`src/rtl/cla_pkg.sv`:
```
// Shared types and constants for the cla16 issue/collect controller.
package cla_pkg;

    localparam int CLA_W   = 16;
    localparam int CLA_LAT = 2;

    typedef struct packed {
        logic             cout;
        logic [CLA_W-1:0] s;
    } cla_res_t;

    typedef enum logic [1:0] {
        IDLE  = 2'd0,
        RUN   = 2'd1,
        DRAIN = 2'd2
    } issue_state_t;

endpackage

```
`src/rtl/cla_res_fifo.sv`:
```
// Synchronous result FIFO for cla_issue_ctrl; registered storage with the head entry exposed directly.
module cla_res_fifo
    import cla_pkg::*;
#(
    parameter  int DEPTH = 4,
    localparam int AW    = $clog2(DEPTH),
    localparam int CW    = $clog2(DEPTH + 1)
) (
    input  logic          clk,
    input  logic          rst_b,
    input  logic          i_push,
    input  cla_res_t      i_push_data,
    input  logic          i_pop,
    output logic [CW-1:0] o_count,
    output cla_res_t      o_head
);

    cla_res_t      r_mem [DEPTH];
    logic [AW-1:0] r_wptr;
    logic [AW-1:0] r_rptr;
    logic [CW-1:0] r_count;
    logic          w_pop;

    assign w_pop   = i_pop && (r_count != '0);
    assign o_count = r_count;
    assign o_head  = r_mem[r_rptr];

    // NOTE: sequential state uses <= so every register samples pre-edge values regardless of statement order.
    always_ff @(posedge clk or negedge rst_b) begin
        if (!rst_b) begin
            // NOTE: storage is cleared on reset so the head reads zero until the first result lands.
            for (int i = 0; i < DEPTH; i++) begin
                r_mem[i] <= '0;
            end
            r_wptr  <= '0;
            r_rptr  <= '0;
            r_count <= '0;
        end else begin
            if (i_push) begin
                r_mem[r_wptr] <= i_push_data;
                r_wptr        <= r_wptr + 1'b1;
            end
            if (w_pop) begin
                r_rptr <= r_rptr + 1'b1;
            end
            case ({i_push, w_pop})
                2'b10:   r_count <= r_count + 1'b1;
                2'b01:   r_count <= r_count - 1'b1;
                default: r_count <= r_count;
            endcase
        end
    end

endmodule

```
`src/rtl/cla_issue_ctrl.sv`:
```
// Issue/collect controller around the 2-stage cla16 adder: credit-gated issue, latency-matched tagging, result FIFO.
// Optional build macro ISSUE_STATS_EN adds stat_issued/stat_stall/stat_bp counters.
module cla_issue_ctrl
    import cla_pkg::*;
#(
    parameter int W     = CLA_W,
    parameter int LAT   = CLA_LAT,
    parameter int DEPTH = 4
) (
    input  logic         clk,
    input  logic         rst_b,
    input  logic         in_valid,
    output logic         in_ready,
    input  logic [W-1:0] in_a,
    input  logic [W-1:0] in_b,
    input  logic         in_cin,
    output logic [W-1:0] add_a,
    output logic [W-1:0] add_b,
    output logic         add_cin,
    input  logic [W-1:0] add_s,
    input  logic         add_cout,
    output logic         out_valid,
    input  logic         out_ready,
    output logic [W-1:0] out_s,
    output logic         out_cout,
    input  logic         drain_req,
    output logic         drain_done
`ifdef ISSUE_STATS_EN
    ,
    output logic [15:0]  stat_issued,
    output logic [15:0]  stat_stall,
    output logic [15:0]  stat_bp
`endif
);

    localparam int SW = $clog2(DEPTH + LAT) + 1;
    localparam int CW = $clog2(DEPTH + 1);

    issue_state_t  r_state;
    issue_state_t  w_next_state;
    logic          r_drain_done;
    logic          w_drain_done;
    logic [LAT-1:0] r_vpipe;
    logic          w_fire;
    logic          w_pop;
    logic [CW-1:0] w_count;
    logic [SW-1:0] w_inflight;
    logic [SW-1:0] w_credit;
    cla_res_t      w_push_data;
    cla_res_t      w_head;

    assign add_a   = in_a;
    assign add_b   = in_b;
    assign add_cin = in_cin;

    // Everything issued but not yet popped holds a FIFO slot, so capture never needs a full check.
    assign w_inflight = SW'($countones(r_vpipe));
    assign w_credit   = SW'(w_count) + w_inflight;
    assign in_ready   = (r_state == RUN) && !drain_req && (w_credit < SW'(DEPTH));
    assign w_fire     = in_valid && in_ready;

    assign out_valid   = (w_count != '0);
    assign w_pop       = out_valid && out_ready;
    assign w_push_data = '{cout: add_cout, s: add_s};
    assign out_s       = w_head.s;
    assign out_cout    = w_head.cout;
    assign drain_done  = r_drain_done;

    always_ff @(posedge clk or negedge rst_b) begin
        if (!rst_b) begin
            r_vpipe <= '0;
        end else begin
            r_vpipe <= {r_vpipe[LAT-2:0], w_fire};
        end
    end

    cla_res_fifo #(.DEPTH(DEPTH)) u_res_fifo (
        .clk         (clk),
        .rst_b       (rst_b),
        .i_push      (r_vpipe[LAT-1]),
        .i_push_data (w_push_data),
        .i_pop       (w_pop),
        .o_count     (w_count),
        .o_head      (w_head)
    );

    always_ff @(posedge clk or negedge rst_b) begin
        if (!rst_b) begin
            r_state      <= IDLE;
            r_drain_done <= 1'b0;
        end else begin
            r_state      <= w_next_state;
            r_drain_done <= w_drain_done;
        end
    end

    always_comb begin
        // NOTE: defaults first so no path through the case leaves a signal unassigned (no latches).
        w_next_state = r_state;
        w_drain_done = 1'b0;
        unique case (r_state)
            IDLE:  if (!drain_req) w_next_state = RUN;
            RUN:   if (drain_req)  w_next_state = DRAIN;
            DRAIN: begin
                if ((w_inflight == '0) && (w_count == '0)) begin
                    w_next_state = IDLE;
                    w_drain_done = 1'b1;
                end
            end
            default: w_next_state = IDLE;
        endcase
    end

`ifdef ISSUE_STATS_EN
    logic [15:0] r_stat_issued;
    logic [15:0] r_stat_stall;
    logic [15:0] r_stat_bp;

    always_ff @(posedge clk or negedge rst_b) begin
        if (!rst_b) begin
            r_stat_issued <= '0;
            r_stat_stall  <= '0;
            r_stat_bp     <= '0;
        end else begin
            if (w_fire)                                   r_stat_issued <= r_stat_issued + 1'b1;
            if ((r_state == RUN) && in_valid && !in_ready) r_stat_stall  <= r_stat_stall + 1'b1;
            if (out_valid && !out_ready)                  r_stat_bp     <= r_stat_bp + 1'b1;
        end
    end

    assign stat_issued = r_stat_issued;
    assign stat_stall  = r_stat_stall;
    assign stat_bp     = r_stat_bp;
`endif

endmodule

```
`config.mk`:
```
export PLATFORM = sky130hd
export DESIGN_NAME = cla_issue_ctrl
export DESIGN_NICKNAME = d
export VERILOG_FILES = /design/src/rtl/cla_pkg.sv /design/src/rtl/cla_res_fifo.sv /design/src/rtl/cla_issue_ctrl.sv
export SDC_FILE = /design/constraint.sdc
export NUM_CORES = 1
export LEC_CHECK = 0
export ABC_AREA = 1
export ABC_CLOCK_PERIOD_IN_PS = 2100
export CORE_MARGIN = 2
export CORE_UTILIZATION = 63
export DETAILED_ROUTE_END_ITERATION = 10
export DONT_BUFFER_PORTS = 1
export GPL_ROUTABILITY_DRIVEN = 0
export HOLD_SLACK_MARGIN = 0.1
export PLACE_DENSITY = 0.79
export REMOVE_ABC_BUFFERS = 1
export SETUP_SLACK_MARGIN = 0.15
export SYNTH_ARGS = -nofsm -noshare
export SYNTH_HDL_FRONTEND = slang
export SYNTH_SLANG_ARGS = --single-unit
```
`constraint.sdc`:
```
create_clock -name clk -period 2.1 [get_ports clk]
set_input_delay 0.21 -clock clk [delete_from_list [all_inputs] [get_ports clk]]
set_output_delay 0.21 -clock clk [all_outputs]
set_load 0.005 [all_outputs]
```
==> results of run 1 <==
cell families after synthesis:
family | after synthesis
DFF | 80
AOI/OAI and AO/OA | 105
adders and majority gates | 9
and+or+nand+nor | 156
xor gates and xnor gates | 2
buffers and inverters | 123
layout make-up:
class	instances	area [um^2]	share of cell area
well taps	77	96.34	0.02265
multi-input cells	272	1481	0.3482
inverters	67	251.5	0.05912
clock buffers	11	141.4	0.03324
clock inverters	5	56.30	0.01324
repair buffers	24	225.2	0.05294
flip-flops and latches	80	2002	0.4706
stage by stage:
step	utilization	total power [uW]	hold WS [ps]
5_1_grt	0.6624	6426	-477.4
3_3_place_gp	0.6004	4599	-83.16
6_report	0.6624	5916	-454.5
3_5_place_dp	0.6004	4731	-84.07
4_1_cts	0.6593	5908	-464.9
2_1_floorplan	-	4195	-85.59
power by group:
part	total, uW	internal, uW	switching [uW]
combinational	2240	887	1350
clock	1140	580	556
sequential	2540	2170	367
total	5920	3640	2280
synthesized netlist by cell type:
| cell type | count |
|---|---|
| nand2_1 | 136 |
| dfrtp_1 | 80 |
| inv_1 | 65 |
| o21ai_1 | 43 |
| buf_4 | 35 |
| o211ai_1 | 34 |
| o21ai_2 | 25 |
| buf_6 | 20 |
| ha_1 | 8 |
| nand3_1 | 7 |
| nand2_4 | 4 |
| nor2_1 | 4 |
| o21ai_0 | 3 |
| inv_2 | 2 |
| nor3_1 | 2 |
| buf_2 | 1 |
| fa_1 | 1 |
| nand2_2 | 1 |
| nand4_1 | 1 |
| or2_2 | 1 |
| xnor2_1 | 1 |
| xor2_1 | 1 |
path summary, 6_finish.rpt:
kind	startpoint	to	slack (ps)	depth (start not counted)
min reg2reg	r_vpipe[0]	r_vpipe[1]	450	0
min	rst_b	u_res_fifo.r_mem[7]	-450	0
max reg2reg	u_res_fifo.o_count[1]	u_res_fifo.o_count[2]	260	11
max in group asynchronous	rst_b	u_res_fifo.r_mem[38]	2370	0
max	u_res_fifo.o_count[1]	u_res_fifo.o_count[2]	260	11
min in group clk	add_s[15]	u_res_fifo.r_mem[66]	120	2
flip-flops by register name (all words and copies together) (netlist names):
register	flops
r_vpipe	2
u_res_fifo.r_rptr	2
r_state	2
u_res_fifo.r_mem	68
drain_done	1
u_res_fifo.o_count	3
u_res_fifo.r_wptr	2
what timing repair did:
action	CTS	global route
gates resized for setup	0	2
setup buffers	0	2
setup endpoints to repair	0	2
hold endpoints to repair	133	80
metal layers:
metal | up-vias | wire, um
met3 | 10 | 954
met5 | - | 0
met1 | 1422 | 3902
met2 | 90 | 4009
met4 | 0 | 104
li1 | 1431 | -
worst max-delay path: stages, from the launching register on:
cell	delay [ps]
dfrtp_1	430
nor2_2	80
nand2_2	100
nand2_1	90
inv_1	70
ha_1	180
inv_1	80
fa_1	400
nand2_1	120
nand3_1	90
nand2_1	60
nand2_1	40
==> impl_metrics.json, run 1 <==
{
  "status": "finished, violations left",
  "violations": "design-rule violations, negative hold slack",
  "setup_viol": 0,
  "fp.dieW_um": 85.87,
  "num_rows": 29,
  "drtIter0Drc": 211,
  "hold_slack_ps": -454.5,
  "power_density_nw_per_um2": 1391,
  "dpl_cell_area_um2": 3856,
  "vias_per_cell": 5.509,
  "core_area_um2": 6422,
  "start_util": 0.6575,
  "critPathArrivalTime_ps": 2080,
  "max_slew.worst_pin.slew_ps": 434.4,
  "post-dp-hpwl_um": 5594,
  "yosysSeqAreaShare": 0.4741,
  "cts_tree": "done",
  "most-common-layout-cells": "nand2_1 (135), dfrtp_1 (80), inv_1 (65)",
  "synth.avg_cell_area_um2": 8.890,
  "num_vias": 2953,
  "drt-total-wl_um": 8971,
  "fin_cells": 536,
  "syn_area_um2": 4223,
  "first_global_vias": 2957,
  "drc": 3,
  "grt_busiest_layer": "met2",
  "worst-path-max-fanout": 4,
  "leakage_uw": 0.002300,
  "drv_slew": 0,
  "final.setup.tns_ps": 0,
  "pre_cts_slack_ps": 249.9,
  "clk_latency_ps": 350,
  "hold_class": "input pin to asynchronous set/reset pin",
  "synth.area.mux_share": 0,
  "io_pins": 108,
  "final_nets": 518,
  "critPathKind": "register to register",
  "overflow": 0,
  "slew_headroom": 0.7102,
  "die_area_um2": 7374,
  "cp-end-kind": "register",
  "max-cap-violations": 0,
  "synth-compound-area-share": 0.1668,
  "max_freq_ghz": 0.5433,
  "ir_drop_mv": 0.8573,
  "synth_simple_gate_area_frac": 0.1502,
  "wl_per_cell_um": 16.74,
  "grt_use_total": 0.2612,
  "syn2layout_area_growth_pct": 0.7407,
  "use_met3": 0.1328,
  "ys_types": 22,
  "synth_top_area_frac": 0.4741,
  "ant_nets": 0,
  "die_h_um": 85.87,
  "finalWorstSetupSlack_ps": 259.4,
  "required_ps": 2340,
  "grt_pass1_wl_um": 14620,
  "root_buffer": "clkbuf_8",
  "drt-pass1-iter-count": 7,
  "cts.sinks": 80,
  "h-tree-depth": 3,
  "io_buffer_count": 0,
  "start_kind": "register",
  "ys_ff_latch": 80,
  "cts_inserted_buffers": 9,
  "dpl.cell_count": 500,
  "grt_max_degree": 81,
  "antenna_found_initial": 0,
  "fin_crit_ps": 1841,
  "postCtsHoldBufs": 18,
  "netlist_instances": 475,
  "gr-usage-met1": 0.3249,
  "ys_top_cells_by_area": "dfrtp_1 (47%), nand2_1 (12%), buf_4 (6.2%)",
  "hold_violations": 80,
  "layout-drive-gt1-share": 0.1220,
  "final_area_um2": 4254,
  "synth-xor-area-share": 0.004148,
  "synth_top_area_cell": "dfrtp_1",
  "clock_skew_ps": 7.522,
  "final_common_cell": "nand2_1",
  "yosysWarnings": 0,
  "yosys.area_share.adder": 0.02844,
  "rsz0062_at_grt": "no",
  "diodes": 0,
  "clk_path_buf_depth": 2,
  "clk_pin_slew_ps": 80,
  "synth_top_family_by_area": "buffers and inverters",
  "fillers": 536,
  "fin_crit_sh": 0.8765,
  "met2_usage": 0.3904
}
(Power assumes the default switching activity.)
==> inputs of run 2 (changes only) <==
--- a/config.mk
+++ b/config.mk
@@ -9,6 +9,7 @@
 export ABC_CLOCK_PERIOD_IN_PS = 2100
 export CORE_MARGIN = 2
 export CORE_UTILIZATION = 63
+export CTS_CLUSTER_DIAMETER = 50
 export DETAILED_ROUTE_END_ITERATION = 10
 export DONT_BUFFER_PORTS = 1
 export GPL_ROUTABILITY_DRIVEN = 0
==> results of run 2 <==
No change in the layout: final DEF, timing and power equal those of run 1.
==> inputs of run 3 (changes only) <==
--- a/config.mk
+++ b/config.mk
@@ -12,7 +12,6 @@
 export CTS_CLUSTER_DIAMETER = 50
 export DETAILED_ROUTE_END_ITERATION = 10
 export DONT_BUFFER_PORTS = 1
-export GPL_ROUTABILITY_DRIVEN = 0
 export HOLD_SLACK_MARGIN = 0.1
 export PLACE_DENSITY = 0.79
 export REMOVE_ABC_BUFFERS = 1
==> results of run 3 <==
No change in the layout: final DEF, timing and power equal those of run 1.
